==> src/rtl/adder_pkg.sv <==
// Shared types and constants for the nibble-serial adder.
// Holds the nibble width, FSM state type and nibble-count helper.
package adder_pkg;

    localparam int NIBBLE_W = 4;

    typedef enum logic [1:0] {
        IDLE = 2'd0,
        RUN  = 2'd1,
        DONE = 2'd2
    } state_t;

    function automatic int nib_count(input int w);
        return w / NIBBLE_W;
    endfunction

endpackage

==> src/rtl/add4_slice.sv <==
// Combinational 4-bit ripple slice built from 1-bit full-adder cells.
// One instance is reused every cycle by the nibble-serial adder.
module fa_cell (
    input  logic x,
    input  logic y,
    input  logic ci,
    output logic s,
    output logic co
);

    assign s  = x ^ y ^ ci;
    assign co = (x & y) | (ci & (x ^ y));

endmodule

module add4_slice
    import adder_pkg::*;
(
    input  logic [NIBBLE_W-1:0] a4,
    input  logic [NIBBLE_W-1:0] b4,
    input  logic                ci,
    output logic [NIBBLE_W-1:0] s4,
    output logic                co
);

    logic [NIBBLE_W:0] c;

    assign c[0] = ci;

    for (genvar i = 0; i < NIBBLE_W; i++) begin : g_fa
        fa_cell u_fa (
            .x  (a4[i]),
            .y  (b4[i]),
            .ci (c[i]),
            .s  (s4[i]),
            .co (c[i+1])
        );
    end

    assign co = c[NIBBLE_W];

endmodule

==> src/rtl/nibble_serial_adder.sv <==
// Multi-cycle adder: one nibble of a+b+cin per clock through a single slice.
// Define OVERFLOW_FLAG_EN to add the signed-overflow output ovf.
module nibble_serial_adder
    import adder_pkg::*;
#(
    parameter int WIDTH = 16
) (
    input  logic             clk,
    input  logic             rst,
    input  logic             in_valid,
    output logic             in_ready,
    input  logic [WIDTH-1:0] a,
    input  logic [WIDTH-1:0] b,
    input  logic             cin,
    output logic             out_valid,
    input  logic             out_ready,
    output logic [WIDTH-1:0] sum,
`ifdef OVERFLOW_FLAG_EN
    output logic             cout,
    output logic             ovf
`else
    output logic             cout
`endif
);

    localparam int NNIB = nib_count(WIDTH);
    localparam int IDXW = (NNIB > 1) ? $clog2(NNIB) : 1;
    localparam logic [IDXW-1:0] LAST = IDXW'(NNIB - 1);

    if ((WIDTH % NIBBLE_W) != 0 || WIDTH < NIBBLE_W) begin : g_bad_width
        $error("nibble_serial_adder: WIDTH must be a multiple of 4 and >= 4");
    end

    state_t            state;
    logic [WIDTH-1:0]  a_q;
    logic [WIDTH-1:0]  b_q;
    logic              carry;
    logic [IDXW-1:0]   idx;

    logic [NIBBLE_W-1:0] s4;
    logic                co;
    logic                c_msb;

    // Operands shift right each RUN cycle, so the slice always sees nibble 0.
    add4_slice u_slice (
        .a4 (a_q[NIBBLE_W-1:0]),
        .b4 (b_q[NIBBLE_W-1:0]),
        .ci (carry),
        .s4 (s4),
        .co (co)
    );

    // Carry into the MSB recovered from the sum bit: s = a ^ b ^ c.
    assign c_msb = a_q[NIBBLE_W-1] ^ b_q[NIBBLE_W-1] ^ s4[NIBBLE_W-1];

`ifdef OVERFLOW_FLAG_EN
    // Signed overflow is captured alongside cout on the final nibble.
    always_ff @(posedge clk) begin
        if (rst) begin
            ovf <= 1'b0;
        end else begin
            unique case (state)
                IDLE: if (in_valid) ovf <= 1'b0;
                RUN:  if (idx == LAST) ovf <= c_msb ^ co;
                default: ;
            endcase
        end
    end
`else
    logic unused_c_msb;
    assign unused_c_msb = c_msb;
`endif

    // Control FSM with registered handshake outputs and nibble write-back.
    always_ff @(posedge clk) begin
        if (rst) begin
            state     <= IDLE;
            a_q       <= '0;
            b_q       <= '0;
            carry     <= 1'b0;
            idx       <= '0;
            sum       <= '0;
            cout      <= 1'b0;
            in_ready  <= 1'b1;
            out_valid <= 1'b0;
        end else begin
            unique case (state)
                IDLE: begin
                    if (in_valid) begin
                        a_q      <= a;
                        b_q      <= b;
                        carry    <= cin;
                        idx      <= '0;
                        sum      <= '0;
                        cout     <= 1'b0;
                        in_ready <= 1'b0;
                        state    <= RUN;
                    end
                end
                RUN: begin
                    sum[int'(idx) * NIBBLE_W +: NIBBLE_W] <= s4;
                    carry <= co;
                    a_q   <= a_q >> NIBBLE_W;
                    b_q   <= b_q >> NIBBLE_W;
                    idx   <= idx + 1'b1;
                    if (idx == LAST) begin
                        cout      <= co;
                        out_valid <= 1'b1;
                        state     <= DONE;
                    end
                end
                DONE: begin
                    if (out_ready) begin
                        out_valid <= 1'b0;
                        in_ready  <= 1'b1;
                        state     <= IDLE;
                    end
                end
                default: begin
                    state     <= IDLE;
                    in_ready  <= 1'b1;
                    out_valid <= 1'b0;
                end
            endcase
        end
    end

endmodule

==> config.mk <==
export PLATFORM = sky130hd
export DESIGN_NAME = nibble_serial_adder
export DESIGN_NICKNAME = d
export VERILOG_FILES = /design/src/rtl/adder_pkg.sv /design/src/rtl/add4_slice.sv /design/src/rtl/nibble_serial_adder.sv
export SDC_FILE = /design/constraint.sdc
export NUM_CORES = 1
export LEC_CHECK = 0
export CAP_MARGIN = 20
export CELL_PAD_IN_SITES_DETAIL_PLACEMENT = 0
export CELL_PAD_IN_SITES_GLOBAL_PLACEMENT = 2
export CORE_MARGIN = 1.5
export CORE_UTILIZATION = 30
export DETAILED_ROUTE_END_ITERATION = 12
export PLACE_DENSITY = 0.72
export SYNTH_ARGS = -nofsm -noshare
export SYNTH_HDL_FRONTEND = slang
export SYNTH_HIERARCHICAL = 1
export SYNTH_SLANG_ARGS = --single-unit
==> constraint.sdc <==
create_clock -name clk -period 4.81 [get_ports clk]
set_input_delay 1.443 -clock clk [delete_from_list [all_inputs] [get_ports clk]]
set_output_delay 1.443 -clock clk [all_outputs]
set_load 0.02 [all_outputs]
# Word-level counts from Yosys, hierarchy flattened
# Cells that the tools add are included.
# Widths: inputs -> output; s select.
[totals] inputBits=37 ff_bits=56 out_inout_bits=19 wordCells=71
[op_classes] bitwise_logic=22 muxes=23 add_sub_neg=2 reduce_logical=7 shifts=2 eq_ne=6
[ops] cell="$pmux 16 s2" n=3
[ops] cell="$mux 16" n=3
[ops] cell="$neg 4->33" n=1
[ops] cell="$shift 4x33->16 const A" n=1
[ops] cell="$shiftx 4x33->16" n=1
[ops] cell="$bwmux 16" n=1
[ops] cell="$reduce_and 3->1" n=4
[ops] cell="$and 1x1->1" n=8
[ops] cell="$mux 2" n=4
[ops] cell="$xor 1x1->1" n=8
[ops] cell="$mux 1" n=6
[ops] cell="$ne 2x2->1 const B" n=3
[ops] cell="$pmux 1 s3" n=2
[ops] cell="$pmux 2 s3" n=1
[ops] cell="$eq 2x2->1 const B" n=2
[ops] cell="$or 1x1->1" n=4
[ops] cell="$pmux 1 s2" n=2
[ops] cell="$pmux 2 s2" n=1
[ops] cell="$add 2x1->2 const B" n=1
[ops] cell="$eq 2x1->1 const B" n=1
[ops] cell="$logic_not 2->1" n=1
[ops] cell="$not 1->1" n=2
[ops] cell="$reduce_and 2->1" n=1
[ops] cell="$reduce_bool 2->1" n=1

# Longest topological paths before layout
[logic_depth] ltp_word=11 depth_mapped=6 ltp_nobuf=6

# Modules after synthesis
# Netlist, hierarchy kept.
[modules_own_cells] module="nibble_serial_adder" area_each_um2=2551.2 seq_area_each_um2=1121.1 instances=1 cells_each=258
[modules_own_cells] module="fa_cell" area_each_um2=20.0 seq_area_each_um2=0.0 instances=4 cells_each=1

# Worst setup path after synthesis
# No wires, ideal clock.
[synth_path] kind="register to register" start="reg b_q[0]" end="reg sum[15]" t_arrival_ns=2.394 path_stages_with_launch=7 setup_ns=0.117 path_slack_ns=2.299 path_cell_list="dfxtp_1 fa_1 fa_1 fa_1 fa_1 nor2b_1 a22o_1"
[synth_via] elab_chain_len=11 elab_cells_between_ends=15 classes_between="1 x shift; 2 x mux; 12 x bitwise"
[synth_rtl] element="start, declared" line="nibble_serial_adder.sv:36" text="logic [WIDTH-1:0] b_q;"
[synth_rtl] element="start signal, assigned" line="nibble_serial_adder.sv:104" text="b_q <= b_q >> NIBBLE_W;"
[synth_rtl] element="$xor 1x1->1" line="add4_slice.sv:12" text="assign co = (x & y) | (ci & (x ^ y));"
[synth_rtl] element="$and 1x1->1" line="add4_slice.sv:12"
[synth_rtl] element="$or 1x1->1 (*)" line="add4_slice.sv:12"
[synth_rtl] element="net u_slice.c[1]" line="add4_slice.sv:26" text="logic [NIBBLE_W:0] c;"
[synth_rtl] element="$and 1x1->1 (*)" line="add4_slice.sv:12"
[synth_rtl] element="$or 1x1->1 (*)" line="add4_slice.sv:12"
[synth_rtl] element="net u_slice.c[2]" line="add4_slice.sv:26"
[synth_rtl] element="$and 1x1->1 (*)" line="add4_slice.sv:12"
[synth_rtl] element="$or 1x1->1 (*)" line="add4_slice.sv:12"
[synth_rtl] element="net u_slice.c[3]" line="add4_slice.sv:26"
[synth_rtl] element="$xor 1x1->1 (*)" line="add4_slice.sv:11" text="assign s = x ^ y ^ ci;"
[synth_rtl] element="net s4[3]" line="nibble_serial_adder.sv:40" text="logic [NIBBLE_W-1:0] s4;"
[synth_rtl] element="$shiftx 4x33->16 (*)" line="nibble_serial_adder.sv:101" text="sum[int'(idx) * NIBBLE_W +: NIBBLE_W] <= s4;"
[synth_rtl] element="$bwmux 16 (*)" line="nibble_serial_adder.sv:101"
[synth_rtl] element="$pmux 16 s2 (*)" line="nibble_serial_adder.sv:87" text="unique case (state)"
[synth_rtl] element="end signal, assigned" line="nibble_serial_adder.sv:82" text="sum <= '0;"
[synth_rtl] element="end signal, assigned" line="nibble_serial_adder.sv:94" text="sum <= '0;"
[synth_rtl] element="end signal, assigned by index" line="nibble_serial_adder.sv:101"
[synth_rtl] element="end, declared" line="nibble_serial_adder.sv:17" text="output logic [WIDTH-1:0] sum,"
# The timed path passes the listed nets; every way through them passes the cells marked *.
# A chain may end at the register's enable or synchronous reset.

# Worst setup path after layout
[layout_path] start="in in_valid" end="reg a_q[1]"
[layout_via] elab_chain_len=2
[layout_rtl] element="start, declared" line="nibble_serial_adder.sv:10" text="input logic in_valid,"
[layout_rtl] element="$ne 2x2->1 (no source line)"
[layout_rtl] element="$reduce_and 2->1 (no source line)"
[layout_rtl] element="end signal, assigned" line="nibble_serial_adder.sv:103" text="a_q <= a_q >> NIBBLE_W;"
[layout_rtl] element="end, declared" line="nibble_serial_adder.sv:35" text="logic [WIDTH-1:0] a_q;"
# No other way between the ends.

==> parameters.txt <==
Parameter                              Value

Status
  Outcome    finished clean

Timing
  Final Skew    between 0.01 and 0.015 ns
  Setup violations, final    0
  Unrepaired setup endpoints after global routing    false
  Period utilization    between 50% and 60%
  Fmax    between 300 and 400 MHz
  Summed negative setup slack over all endpoints    0 ns
  Final count of hold timing violations    0
  Worst relative slew slack    about 33%
  Min Tclk post-route    approximately 2.9 ns
  Slew at the pin with the worst max-slew slack    about 1 ns
  Number of max-slew violations in the final report    0
  Setup ws final    1.95 ns

Route
  First-pass iteration count of the detailed router    3
  Average wire per cell in the routed design    approximately 14 microns
  Total routed wirelength    5.83 mm
  Vias per cell    4.80
  Number of DRC violations after detailed-routing iteration 0    64
  Vias    approximately 2k
  Detailed-route DRC error count    0
  Antenna-violating nets left    0

Clocking
  Master cell of the clock root buffer    clkbuf_8
  Clock transition at the registers of the reported paths    ~0.11 ns
  CTS max path bufs    2
  Cells resized by post-CTS repair    0
  TritonCTS sink count    56
  Clock tree from TritonCTS    yes
  Insertion delay to the later sink of the worst-skew pair    0.31 ns
  Cts hold-fix bufs    0
  Count of H-tree levels built during CTS    2
  Number of buffers added for setup after CTS    0
  CTS buffer count    5

Logic synthesis
  Yosys top cell area share    42.6%
  Count of synthesis-stage warnings from yosys    6
  Sequential area share after synthesis    42.6%
  Library cell with the largest summed area after synthesis    dfxtp_1
  Post-Synthesis Cells    262
  Syn_area_per_cell    roughly 10 sq um
  Cell types occupying the most area after synthesis    dfxtp_1 43%, a22o_1 8.0%, a211oi_1 6.3%
  Number of register bits inferred by synthesis    56
  Predominant post-synthesis flop cell    dfxtp_1
  Distinct cells, synth    37
  Count of flip-flops with a built-in enable after synthesis    0
  Synthesized cell area    2630 sq um
  Fraction of registers with async set/reset    0%
  Net count after synthesis    ~300

Layout
  Post-synthesis to final-layout area growth    25.0%
  Share of layout cells above drive strength 1    around 8%
  # diodes    0
  NumNets Final    between 300 and 400

Placed design
  Quantity of I/O buffers inserted on ports    between 50 and 60
  Final estimated routing congestion in global placement    ~0.78
  Post-placement worst setup slack    approximately 1.6 ns
  Half-perimeter wire length after placement    approximately 4.1 mm

Min path
  Kind of path behind the tightest hold check    flip-flop to flip-flop

Setup path
  Kind of start point of the critical path    primary input
  Peak fanout along the critical path    33
  Required time at the endpoint of the critical path    around 5 ns
  Nature of the critical path endpoint    flip-flop
  Critical-path cell list    clkdlybuf4s50_1, o21ba_2, nor2_1, a211oi_1
  Category of the critical setup timing path    primary input to flip-flop
  Master of the slowest instance on the critical path    clkdlybuf4s50_1
  Bufs and invs on worst path    1
  Delay-heaviest family, CP    compound AO/OA/AOI/OAI gates
  Slowest Stage Delay on Critical Path    around 0.69 ns
  CP Data Arrival Time    between 3 and 4 ns

Floorplanning
  # rows    33
  Area of the die    ~9300 sq um
  Standard cell core area    between 8000 and 9000 sq um
  I/O pin count    56
  Die width    about 97 microns
  Y dimension of the die    about 97 microns
  Effective utilization at floorplan    between 30% and 40%

Global route
  Wire length of the first global-routing pass    about 9.7 mm
  Via count of the first global-routing pass    between 1.5k and 2k
  Pin count of the biggest net entering global routing    53
  Total overflow reported by the global router    0
  Global-route usage over all layers    between 10% and 20%
  Number of antenna violations at the first check in global routing    0

Flow run
  Max-Cap Viols    0

Pwr
  Leakage power    ~1.3 nW
  Worst IR drop on VDD    between 0.0001 and 0.00015 V
  Pwr dens    302 nW/um^2
worst reg2reg max path: cells and delay by family (launching register included):
family / cells / cell delay (ns)
fa+ha+maj: 4 / 1.85
flops: 1 / 0.36
compound gates: 1 / 0.24
simple gates: 1 / 0.17
per-layer routing:
layer / routed length (microns) / global-route usage (%)
met5: 0 / 0
met4: 72 / 3.68
met3: 205 / 2.82
met2: 2730 / 20.7
met1: 2830 / 16.8
cell families after synthesis:
logic type | after synthesis | share of synthesized area (%)
AOI/OAI and AO/OA | 75 | 23.1
adders and majority gates | 10 | 5.90
buffers and inverters | 35 | 7.75
DFF | 56 | 42.6
muxes | 18 | 7.04
and+or+nand+nor | 68 | 13.6
through the flow:
step | total power, mW | instances | hold slack [ns] | utilization (%) | cell area, sq um
final | 0.994 | 412 | 0.478 | 39.4 | 3290
after global routing | 1.05 | 412 | 0.496 | 39.4 | 3290
after CTS | 1.01 | 412 | 0.481 | 39.4 | 3290
after detailed placement | 0.695 | 404 | 0.459 | 38.1 | 3180
after global placement | 0.694 | 404 | 0.456 | 38.1 | 3180
after floorplan | 0.638 | 262 | 0.452 | - | 2630
layout make-up:
cell class                 count  area, sq um
fill                         885         5050
multi-input combinational    171         1310
sequential                    56         1120
timing repair buffer          57          561
tap                          105          131
clock buffer                   5         68.8
inverter                      15         56.3
clock inverter                 3         42.5
cells in the final DEF (no fill, tap or decap), types with 2 or more instances in the layout:
cell,Yosys,layout
nand2_1,4,4
buf_4,5,2
o2bb2ai_1,4,4
clkdlybuf4s50_1,0,54
nor2b_1,5,5
a211oi_1,22,22
clkbuf_8,0,5
a22o_1,24,24
nand3_1,3,3
mux2_2,4,4
mux2i_1,14,14
ha_1,6,6
o21ba_2,2,2
inv_1,14,14
a21oi_1,7,7
nor2_1,44,44
nand2b_1,5,5
fa_1,4,4
a221oi_1,3,3
a22oi_1,8,8
dfxtp_1,56,55
flip-flops by register name, indices dropped and copies added (netlist names):
| signal | flops |
|---|---|
| a_q | 16 |
| b_q | 16 |
| sum | 16 |
| idx | 2 |
| state | 2 |
| carry | 1 |
| cout | 1 |
| in_ready | 1 |
| out_valid | 1 |
worst paths after layout:
| check | from | to | slack [ns] | cells after the start |
|---|---|---|---|---|
| setup / recovery | in_valid | a_q[1] | 1.95 | 4 |
| hold / removal | sum[2] | sum[2] | 0.48 | 1 |
| setup reg to reg | b_q[0] | sum[15] | 2.09 | 6 |
| hold reg to reg | sum[2] | sum[2] | 0.48 | 1 |
power by group:
part,leakage [nW],internal [mW],switching (mW)
clock network,0.0541,0.154,0.159
logic,0.759,0.0873,0.0818
registers,0.460,0.490,0.0202
Yosys cell counts, types with 2 or more instances:
cell type	number
o21ba_2	2
ha_1	6
dfxtp_1	56
a22o_1	24
a22oi_1	8
a21oi_1	7
clkbuf_1	4
fa_1	4
nor2b_1	5
a211oi_1	22
mux2_2	4
buf_2	4
mux2i_1	14
nand2b_1	5
o2bb2ai_1	4
nand2_1	4
nor2_1	44
buf_6	5
inv_1	14
nand3_1	3
buf_4	5
a221oi_1	3
(Power assumes the default switching activity.)
